--- config.mk ---
export PLATFORM = sky130hd
export DESIGN_NAME = router_fifo
export DESIGN_NICKNAME = d
export VERILOG_FILES = /design/src/rtl/router_fifo_pkg.sv /design/src/rtl/router_fifo.sv
export SDC_FILE = /design/constraint.sdc
export NUM_CORES = 1
export LEC_CHECK = 0
export BUFFER_PORTS_ARGS = -buffer_cell sky130_fd_sc_hd__buf_2
export CORE_ASPECT_RATIO = 2
export CORE_MARGIN = 2
export CORE_UTILIZATION = 45
export DETAILED_ROUTE_END_ITERATION = 10
export PLACE_DENSITY_LB_ADDON = 0.3
export SYNTH_ARGS = -nofsm -noshare
export SYNTH_HDL_FRONTEND = slang
export SYNTH_SLANG_ARGS = --single-unit
--- constraint.sdc ---
create_clock -name clock -period 4.6 [get_ports clock]
set_input_delay 1.38 -clock clock [delete_from_list [all_inputs] [get_ports clock]]
set_output_delay 1.38 -clock clock [all_outputs]
set_load 0.02 [all_outputs]
--- src/rtl/router_fifo_pkg.sv ---
// rtl/router_fifo_pkg.sv - shared router constants and header length helper
package router_fifo_pkg;

    localparam int FIFO_DEPTH = 16;
    localparam int ADDR_W     = 4;
    localparam int DATA_W     = 8;
    localparam int PTR_W      = ADDR_W + 1;
    localparam int CNT_W      = 7;
    localparam int LEN_MSB    = 7;
    localparam int LEN_LSB    = 2;

    // Stored word: header flag on top of the data byte
    typedef logic [DATA_W:0] fifo_word_t;

    // Bytes still to come after a header: payload length plus the parity byte
    function automatic logic [CNT_W-1:0] pkt_len(input logic [DATA_W-1:0] hdr);
        return CNT_W'(hdr[LEN_MSB:LEN_LSB]) + CNT_W'(1);
    endfunction

endpackage

--- src/rtl/router_fifo.sv ---
// rtl/router_fifo.sv - 16x9 output-channel FIFO with packet byte counter
module router_fifo
    import router_fifo_pkg::*;
(
    input  logic              clock,
    input  logic              resetn,
    input  logic              soft_reset,
    input  logic              write_enb,
    input  logic              lfd_state,
    input  logic [DATA_W-1:0] data_in,
    input  logic              read_enb,
    output logic [DATA_W-1:0] data_out,
    output logic              full,
    output logic              empty,
    output logic              pkt_busy
);

    fifo_word_t        mem_q [FIFO_DEPTH];
    logic [PTR_W-1:0]  wr_ptr_q, wr_ptr_d;
    logic [PTR_W-1:0]  rd_ptr_q, rd_ptr_d;
    logic [CNT_W-1:0]  count_q, count_d;
    logic [DATA_W-1:0] data_out_q, data_out_d;
    logic              lfd_q, lfd_d;
    logic              rst;
    logic              wr_accept;
    logic              rd_accept;
    fifo_word_t        rd_word;

    // Hard and soft reset share one path; neither outranks the other
    assign rst       = !resetn || soft_reset;
    assign empty     = (wr_ptr_q == rd_ptr_q);
    assign full      = (wr_ptr_q[ADDR_W-1:0] == rd_ptr_q[ADDR_W-1:0]) &&
                       (wr_ptr_q[ADDR_W] != rd_ptr_q[ADDR_W]);
    assign wr_accept = write_enb && !full;
    assign rd_accept = read_enb && !empty;
    assign rd_word   = mem_q[rd_ptr_q[ADDR_W-1:0]];
    assign data_out  = data_out_q;
    assign pkt_busy  = (count_q != '0);

    // Next-state for pointers, counter, output byte and delayed header flag
    always_comb begin
        wr_ptr_d   = wr_ptr_q;
        rd_ptr_d   = rd_ptr_q;
        count_d    = count_q;
        data_out_d = data_out_q;
        lfd_d      = lfd_state;
        if (wr_accept) begin
            wr_ptr_d = wr_ptr_q + PTR_W'(1);
        end
        if (rd_accept) begin
            rd_ptr_d   = rd_ptr_q + PTR_W'(1);
            data_out_d = rd_word[DATA_W-1:0];
            if (rd_word[DATA_W]) begin
                count_d = pkt_len(rd_word[DATA_W-1:0]);
            end else if (count_q != '0) begin
                count_d = count_q - CNT_W'(1);
            end
        end
        if (rst) begin
            wr_ptr_d   = '0;
            rd_ptr_d   = '0;
            count_d    = '0;
            data_out_d = '0;
            lfd_d      = 1'b0;
        end
    end

    // State registers
    always_ff @(posedge clock) begin
        wr_ptr_q   <= wr_ptr_d;
        rd_ptr_q   <= rd_ptr_d;
        count_q    <= count_d;
        data_out_q <= data_out_d;
        lfd_q      <= lfd_d;
    end

    // Storage is not cleared; empty hides stale words after reset
    always_ff @(posedge clock) begin
        if (wr_accept && !rst) begin
            mem_q[wr_ptr_q[ADDR_W-1:0]] <= {lfd_q, data_in};
        end
    end

endmodule

## After elaboration in Yosys (flattened, before gate mapping)

Memory sizes are Yosys's and may differ from the RTL's. A register that Yosys moved wholly into a read port is not among the register bits.
Index checks and enable logic that the tools add are counted.

- Add/sub/neg operators: 4
- Eq/ne operators: 3
- Muxes and demuxes: 6
- Reduce and logical (&&, ||, !) cells: 12

Operators by type and width:

| kind | count |
|---|---|
| 7-bit two-way mux | 2 |
| 5-bit by 1-bit adder with 5-bit output, second input constant | 2 |
| 4-bit two-way mux | 2 |
| 6-bit by 1-bit adder with 7-bit output, second input constant | 1 |
| 7-bit nonzero test | 1 |
| 7-bit by 1-bit subtractor with 7-bit output, second input constant | 1 |
| 5-bit == test | 1 |
| 4-bit == test | 1 |
| 1-bit logical AND | 4 |
| 1-bit logical NOT | 4 |
| 1-bit two-way mux | 2 |
| 2-bit AND reduction | 1 |
| 2-bit nonzero test | 1 |
| 1-bit logical OR | 1 |
| 1-bit != test | 1 |

- Register bits after elaboration: 26
- Memory bits (writable): 144
- Bits of input ports: 14
- Output and inout port bits: 11
- Word-level logic and storage cells: 31
- Memories kept: 1

Memory list:

| name | words | bits a word | read ports | clocked after Yosys merged registers in | wr ports | line | RTL |
|---|---|---|---|---|---|---|---|
| mem_q | 16 | 9 | 1 | 1 | 1 | router_fifo.sv:18 | `fifo_word_t mem_q [FIFO_DEPTH];` |

## Longest topological paths before layout

Gate-level depths: netlist (run 1).

- Depth after elaboration: 7
- Gate-level depth with buffers: 10
- Mapped depth without buffers: 9

## Least setup slack after synthesis (run 1)

No wires, ideal clock.

- Path kind: input-to-reg
- Start: input port write_enb
- End: memory mem_q[3][0] in the netlist's numbering, enable pin
- Library setup time: 0.387 ns
- Arrival: 2.762 ns
- Required time: 4.213 ns
- Slack: 1.452 ns
- Stages on the path: 3
- Buffers on the path: 0
- Path through: a21boi_1 > nand3_1 > nor3_1

- Word-level cells in the longest chain between the ends: 4

RTL lines:

| item | line | RTL |
|---|---|---|
| start: declaration | router_fifo.sv:8 | `input logic write_enb,` |
| 1-bit logical AND | router_fifo.sv:34 | `assign wr_accept = write_enb && !full;` |
| 1-bit logical AND | router_fifo.sv:79 | `if (wr_accept && !rst) begin` |
| 1-bit two-way mux | router_fifo.sv:79 |  |
| 1-bit two-way mux (not written as such) | router_fifo.sv:80 | `mem_q[wr_ptr_q[ADDR_W-1:0]] <= {lfd_q, data_in};` |
| end: declaration | router_fifo.sv:18 |  |

Every way passes these cells.

## Final worst setup path (run 1)

- Start: register count_q[0]
- End: output port pkt_busy

- Word-level cells in the longest chain between the ends: 1

RTL lines:

| item | line | RTL |
|---|---|---|
| start: declaration | router_fifo.sv:21 | `logic [CNT_W-1:0] count_q, count_d;` |
| start signal: assignment | router_fifo.sv:72 | `count_q <= count_d;` |
| 7-bit nonzero test | router_fifo.sv:38 | `assign pkt_busy = (count_q != '0);` |
| end: declaration | router_fifo.sv:15 | `output logic pkt_busy` |

Every way passes these cells.

==> results of run 1 <==
==> layer usage <==
layer | vias up | track usage, % | wire [µm]
met5 | - | 0 | 0
met4 | 0 | 8.18 | 345
met3 | 14 | 3.72 | 472
met2 | 86 | 35.5 | 8740
met1 | 1847 | 19.6 | 5060
li1 | 1692 | - | -
==> final cells by class <==
class,count,area (µm²)
sequential,174,4930
timing repair buffer,34,195
tap,198,248
clock inverter,14,119
clock buffer,18,429
fill,1218,7400
inverter,7,26.3
multi-input combinational,217,1960
==> cells in the mapped netlist (8+ instances only) <==
cell type / n
sky130_fd_sc_hd__xor2_1: 8
sky130_fd_sc_hd__edfxtp_1: 144
sky130_fd_sc_hd__nand3_1: 17
sky130_fd_sc_hd__nand2_1: 32
sky130_fd_sc_hd__mux4_2: 39
sky130_fd_sc_hd__dfxtp_1: 30
sky130_fd_sc_hd__ha_1: 8
sky130_fd_sc_hd__clkbuf_1: 8
sky130_fd_sc_hd__nor2_1: 30
sky130_fd_sc_hd__a21oi_1: 13
sky130_fd_sc_hd__xnor2_1: 9
==> final timing paths <==
| check | start | to | slack, ns | depth (start not counted) |
|---|---|---|---|---|
| worst max register to register | register | count_q[5] | 1.73 | 5 |
| worst min-delay path | data_out[2] | data_out[2] | 0.46 | 2 |
| worst max-delay path | count_q[0] | pkt_busy | 0.84 | 6 |
| worst min register to register | data_out[2] | data_out[2] | 0.46 | 2 |
==> placed cells by master, fill, tap and decap left out, drive strengths merged, types with 9 or more instances in the layout <==
| cell | synthesis | routed |
|---|---|---|
| nor2 | 30 | 30 |
| nand2 | 32 | 32 |
| a21oi | 13 | 13 |
| edfxtp | 144 | 144 |
| mux4 | 40 | 40 |
| nand3 | 18 | 18 |
| clkbuf | 8 | 18 |
| buf | 12 | 34 |
| xnor2 | 9 | 9 |
| dfxtp | 30 | 30 |
| inv | 7 | 10 |
==> power groups by stage <==
stage,clock [mW],sequential [mW],combinational [mW]
final,1.32,1.72,0.105
after global routing,1.40,1.72,0.115
after CTS,1.34,1.72,0.107
after detailed placement,0,1.75,0.106
after global placement,0,1.75,0.105
after floorplan,0,1.75,0.0627
==> sequential cells by signal, indices dropped and copies added, names as in the netlist, named ones only <==
| register | count |
|---|---|
| count_q | 7 |
| data_out | 8 |
| lfd_q | 1 |
| mem_q | 144 |
| rd_ptr_q | 5 |
| wr_ptr_q | 5 |
==> worst min-delay path, delay by kind of cell (launching register included) <==
| family | cells | cell delay [ns] |
|---|---|---|
| AOI/OAI and AO/OA | 1 | 0.05 |
| DFF | 1 | 0.31 |
| and+or+nand+nor | 1 | 0.05 |
==> cell families after synthesis <==
group / after synthesis / synth area share [%]
and+or+nand+nor: 114 / 8.11
AOI/OAI and AO/OA: 37 / 3.17
muxes: 41 / 13.0
DFF: 174 / 70.1
adders and majority gates: 8 / 1.43
xor gates and xnor gates: 17 / 2.12
buffers and inverters: 27 / 2.01
==> run metrics, run 1 <==
core region area=~0.015 mm²; switching power as a share of total power=20.7%; wire length reported by the detailed router=14600 µm; Detailed Route Iter0 Violations=214; largest net degree at the start of global routing=27; Non-Filler Cell Area, Final=between 0.007 and 0.008 mm²; nets in the synthesized netlist=440; placed inst area=approximately 0.0074 mm²; number of warnings issued by yosys=0; mean post-synth cell area=around 17 µm²; setup tns final=0 ns; largest stage delay on the critical path=0.61 ns; first-pass GRT wire length=22500 µm; total count of hold-check failures in the final report=0; Post-Layout Cell Count=662; Post-CTS Hold Fix Bufs=0; CTS tree=built; TritonCTS Buffers=17; Leakage=2.51 nW; worst setup slack after placement=around 1.3 ns; minimum clock period after layout=3.76 ns; power per standard cell area=397 mW/mm²; global placer's final weighted congestion=0.843; Worst Tran Pin Value=0.977 ns; number of cells produced by synthesis=418; FMAX=0.266 GHz; switching power=650 µW; post-synthesis register bit count=174; antenna-violating nets left=0; number of maximum-capacitance violations=0; WS Path Type=register to primary output; Resized cells post-CTS=0; vias in the first global route=slightly below 4k; Critical path buffers and inverters=3; first-pass detailed-route iteration total=5; kind of end point of the critical path=primary output; antenna violations before repair=0; number of setup violations in the final report=0; normalized max-slew margin=34.8%; overall power of the completed layout=3.14 mW; post-detailed-placement half-perimeter wirelength=roughly 10000 µm; nature of the critical path startpoint=register; # IOs=25; number of DRC violations after detailed routing=0; Worst IR Drop VDD=0.311 mV; effective utilization at floorplan=45.9%; count of clock tree sinks=174; Max Slew Vio Count=0; period utilisation layout=81.7%; most common flop cell mapped by yosys=sky130_fd_sc_hd__edfxtp_1; Ant. Diodes=0; part of the power in combinational logic=under 10%; number of enable-type register cells in the synthesized netlist=144; data required time of the worst path=3.22 ns; WL/cell=~22 µm; RSZ-0062 raised after global routing=no; area of the die=0.0167 mm²; die width=92.3 µm; ranking of synthesized cells by area=sky130_fd_sc_hd__edfxtp_1, sky130_fd_sc_hd__mux4_2, sky130_fd_sc_hd__dfxtp_1; area leader, netlist=sky130_fd_sc_hd__edfxtp_1; data arrival time of the critical path=between 2 and 2.5 ns; Critical Path Fanout Max=5; Clock Latency Late Sink=between 0.4 and 0.5 ns; count of different cell masters after synthesis=45; series of cell instances along the critical path=inv_1, ha_1, or4b_2, nor3_1, inv_1, buf_2; Syn-to-layout area delta=12.5%; number of buffers inserted by post-CTS setup repair=0; GRT Util Overall=18.8%; total grt overflow=0; number of vias in the routed layout=3639; clock transition at the registers of the reported paths=0.07 ns; cell at the root of the clock tree=sky130_fd_sc_hd__clkbuf_16; post-layout net count=473; maximum root-to-sink buffer count=2; class of the tightest hold or removal check=register to register; netlist area before placement=approximately 0.007 mm²; std cell rows=64; DP Cell Count=630; run status=finished, final reports clean; worst hold margin=0.458 ns; family of cells with the greatest summed delay on the critical path=simple AND/OR/NAND/NOR gates; Most Frequent Cell on Critical Path=sky130_fd_sc_hd__inv_1; y dimension of the die=roughly 180 µm; Util after Layout=51.6%; proportion of power drawn by the clock network=41.9%; count of input and output buffers=24; cell at the slowest stage of the critical path=sky130_fd_sc_hd__or4b_2; final worst-path setup slack=0.842 ns; average via count per standard cell=5.50; Int Power=approximately 2.5 mW; total number of H-tree levels=4; Fin Clk Skew=0.0282 ns; layout cell share with drive strength beyond 1=23.3%; share of the yosys chip area belonging to registers=70.1%; share of power burned in registers=54.7%; post-synthesis async set-or-reset flop share=0%; portion of synthesized cell area occupied by the leading cell type=61.6%
(Power assumes the default switching activity.)
==> run 2: changes to the inputs <==
==> constraint.sdc (replaced) <==
create_clock -name clock -period 3.6 [get_ports clock]
set_input_delay 1.08 -clock clock [delete_from_list [all_inputs] [get_ports clock]]
set_output_delay 1.08 -clock clock [all_outputs]
set_load 0.02 [all_outputs]
==> run 2 against run 1 <==
Combinational power up 22%. Power up 27%. Largest power group unchanged. Highest routed layer unchanged. Utilization up 0.62 points. Sequential power up 27%. Critical endpoint unchanged.
==> run metrics, run 2 (synthesis results as in run 1) <==
first-pass detailed-route iteration total=4 (-1); data arrival time of the critical path=2.36 ns (-0.02 ns); Clock Latency Late Sink=0.43 ns (about the same); nature of the critical path startpoint=register; most common cell after layout, fill and taps aside=sky130_fd_sc_hd__edfxtp_1; area of the multi-input gates=0.00196 mm² (unchanged); vias in the first global route=4013 (+4.5%); met1 demand-to-capacity share in global routing=19.2% (-0.34 points); Worst IR Drop VDD=0.284 mV (-8.7%); antenna-violating nets left=0 (unchanged); Util after Layout=52.3% (+0.62 points); layout cell share with drive strength beyond 1=25.9% (+2.7 points); Post-Layout Cell Count=676 (+2.1%); Post-CTS Hold Fix Bufs=0 (unchanged); met3 track demand over resource=3.60% (-0.13 points); data required time of the worst path=2.52 ns (-0.70 ns); Crit. Startpoint=count_q[0]; core region area=0.0153 mm² (unchanged); y dimension of the die=181 µm (unchanged); DP Cell Count=644 (+2.2%); largest net degree at the start of global routing=27 (unchanged); post-layout net count=487 (+3.0%); FMAX=0.290 GHz; period utilisation layout=roughly 96%; Resized cells post-CTS=0 (unchanged); count of input and output buffers=24 (unchanged); Hold Path Cell Cnt=2 (unchanged); GRT Util Overall=18.6% (-0.16 points); total count of hold-check failures in the final report=0 (unchanged); total number of H-tree levels=4 (unchanged); first-pass GRT wire length=22500 µm (+0.12%); layer carrying the most global-route usage=met2; global placer's final weighted congestion=0.774 (-8.2%); kind of end point of the critical path=primary output; run status=finished, final reports clean; antenna violations before repair=0 (unchanged); RSZ-0062 raised after global routing=no; class of the tightest hold or removal check=register to register; average via count per standard cell=5.56 (+1.2%); normalized max-slew margin=33.1% (-1.7 points); max FFs per register=144 (unchanged); die width=92.3 µm (unchanged); Syn-to-layout area delta=13.8%; Ant. Diodes=0 (unchanged); Max Slew Vio Count=0 (unchanged); Fin Clk Skew=0.00962 ns (-0.0186 ns); power per standard cell area=498 mW/mm² (+25%); worst hold margin=0.457 ns (-0.000403 ns); number of vias in the routed layout=3759 (+3.3%); # IOs=25 (unchanged); count of clock tree sinks=174 (unchanged); area of the die=0.0167 mm² (unchanged); Critical Path Fanout Max=5 (unchanged); number of cells on the worst reg-to-reg path=9 (+4); Filler cells=1236 (+1.5%); std cell rows=64 (unchanged); met2 layer usage reported by global route=34.2% (-1.2 points); CTS tree=built; WS Path Type=register to primary output; number of buffers inserted by post-CTS setup repair=0 (unchanged); register area=0.00493 mm² (unchanged); effective utilization at floorplan=45.9% (unchanged); post-detailed-placement half-perimeter wirelength=10100 µm (-3.7%); clock transition at the registers of the reported paths=0.07 ns (about the same); wire length reported by the detailed router=14400 µm (-1.4%); Worst Tran Pin Value=1.00 ns (+0.0259 ns); total grt overflow=0 (unchanged); number of DRC violations after detailed routing=0 (unchanged); FF-to-FF End=count_q[1]; Detailed Route Iter0 Violations=293 (+37%); number of maximum-capacitance violations=0 (unchanged); crit path capture=pkt_busy; TritonCTS Buffers=17 (unchanged); cell at the root of the clock tree=sky130_fd_sc_hd__clkbuf_16; Leakage=2.58 nW (+2.8%); number of setup violations in the final report=0 (unchanged); maximum root-to-sink buffer count=2 (unchanged); commonest non-fill, non-tap cells in the layout=sky130_fd_sc_hd__edfxtp_1, sky130_fd_sc_hd__mux4_2, sky130_fd_sc_hd__nand2_1; worst-case register-to-register setup slack=0.86 ns (-0.87 ns); setup tns final=0 ns (unchanged); minimum clock period after layout=3.44 ns; WL/cell=21.3 µm (-3.5%)
run 2: cell types whose count changed in the layout (fill, tap and decap cells not counted), sizes merged:
cell | before | now
buf | 34 | 48
bufinv | 1 | 0
clkbuf | 18 | 17
clkinvlp | 3 | 4
inv | 10 | 11
run 2: layout make-up:
| cell class | instances | share of cell area [%] |
|---|---|---|
| well taps | 198 | 3.10 |
| flip-flops and latches | 174 | 61.6 |
| clock inverters | 15 | 1.41 |
| multi-input cells | 217 | 24.5 |
| inverters | 7 | 0.329 |
| clock buffers | 17 | 5.32 |
| repair buffers | 48 | 3.76 |
run 2: worst max-delay path: stages, from the launching register on:
cell                      delay, ns
sky130_fd_sc_hd__dfxtp_1       0.33
sky130_fd_sc_hd__inv_1         0.08
sky130_fd_sc_hd__ha_1          0.14
sky130_fd_sc_hd__or4b_2        0.60
sky130_fd_sc_hd__nor3_1        0.41
sky130_fd_sc_hd__inv_1         0.18
sky130_fd_sc_hd__buf_2         0.20
run 2: worst min-delay path by stage:
stage                     start           to  slack, ns
floorplan            count_q[0]   count_q[0]       0.47
global placement    data_out[7]  data_out[7]       0.45
detailed placement  data_out[4]  data_out[4]       0.45
CTS                 data_out[4]  data_out[4]       0.46
global route        data_out[6]  data_out[6]       0.49
finish              data_out[4]  data_out[4]       0.46
run 2: stage by stage:
stage | power [mW] | worst slack, ns | cell area (µm²)
floorplan | 2.31 | 0.752 | 7020
global placement | 2.36 | 0.690 | 7460
detailed placement | 2.37 | 0.637 | 7460
CTS | 4.01 | 0.158 | 7990
global route | 4.10 | 0.0334 | 7990
finish | 3.98 | 0.157 | 7990
run 2: per-layer routing:
layer,part of all wire [%],wire length [µm]
met1,36,5120
met2,57,8150
met3,3.2,457
met4,4.7,675
met5,0,0
run 2: power breakdown:
group	internal (mW)	leakage (nW)	switching, mW
registers	2.18	1.54	0.00909
clock network	0.888	0.255	0.774
logic	0.0475	0.781	0.0808
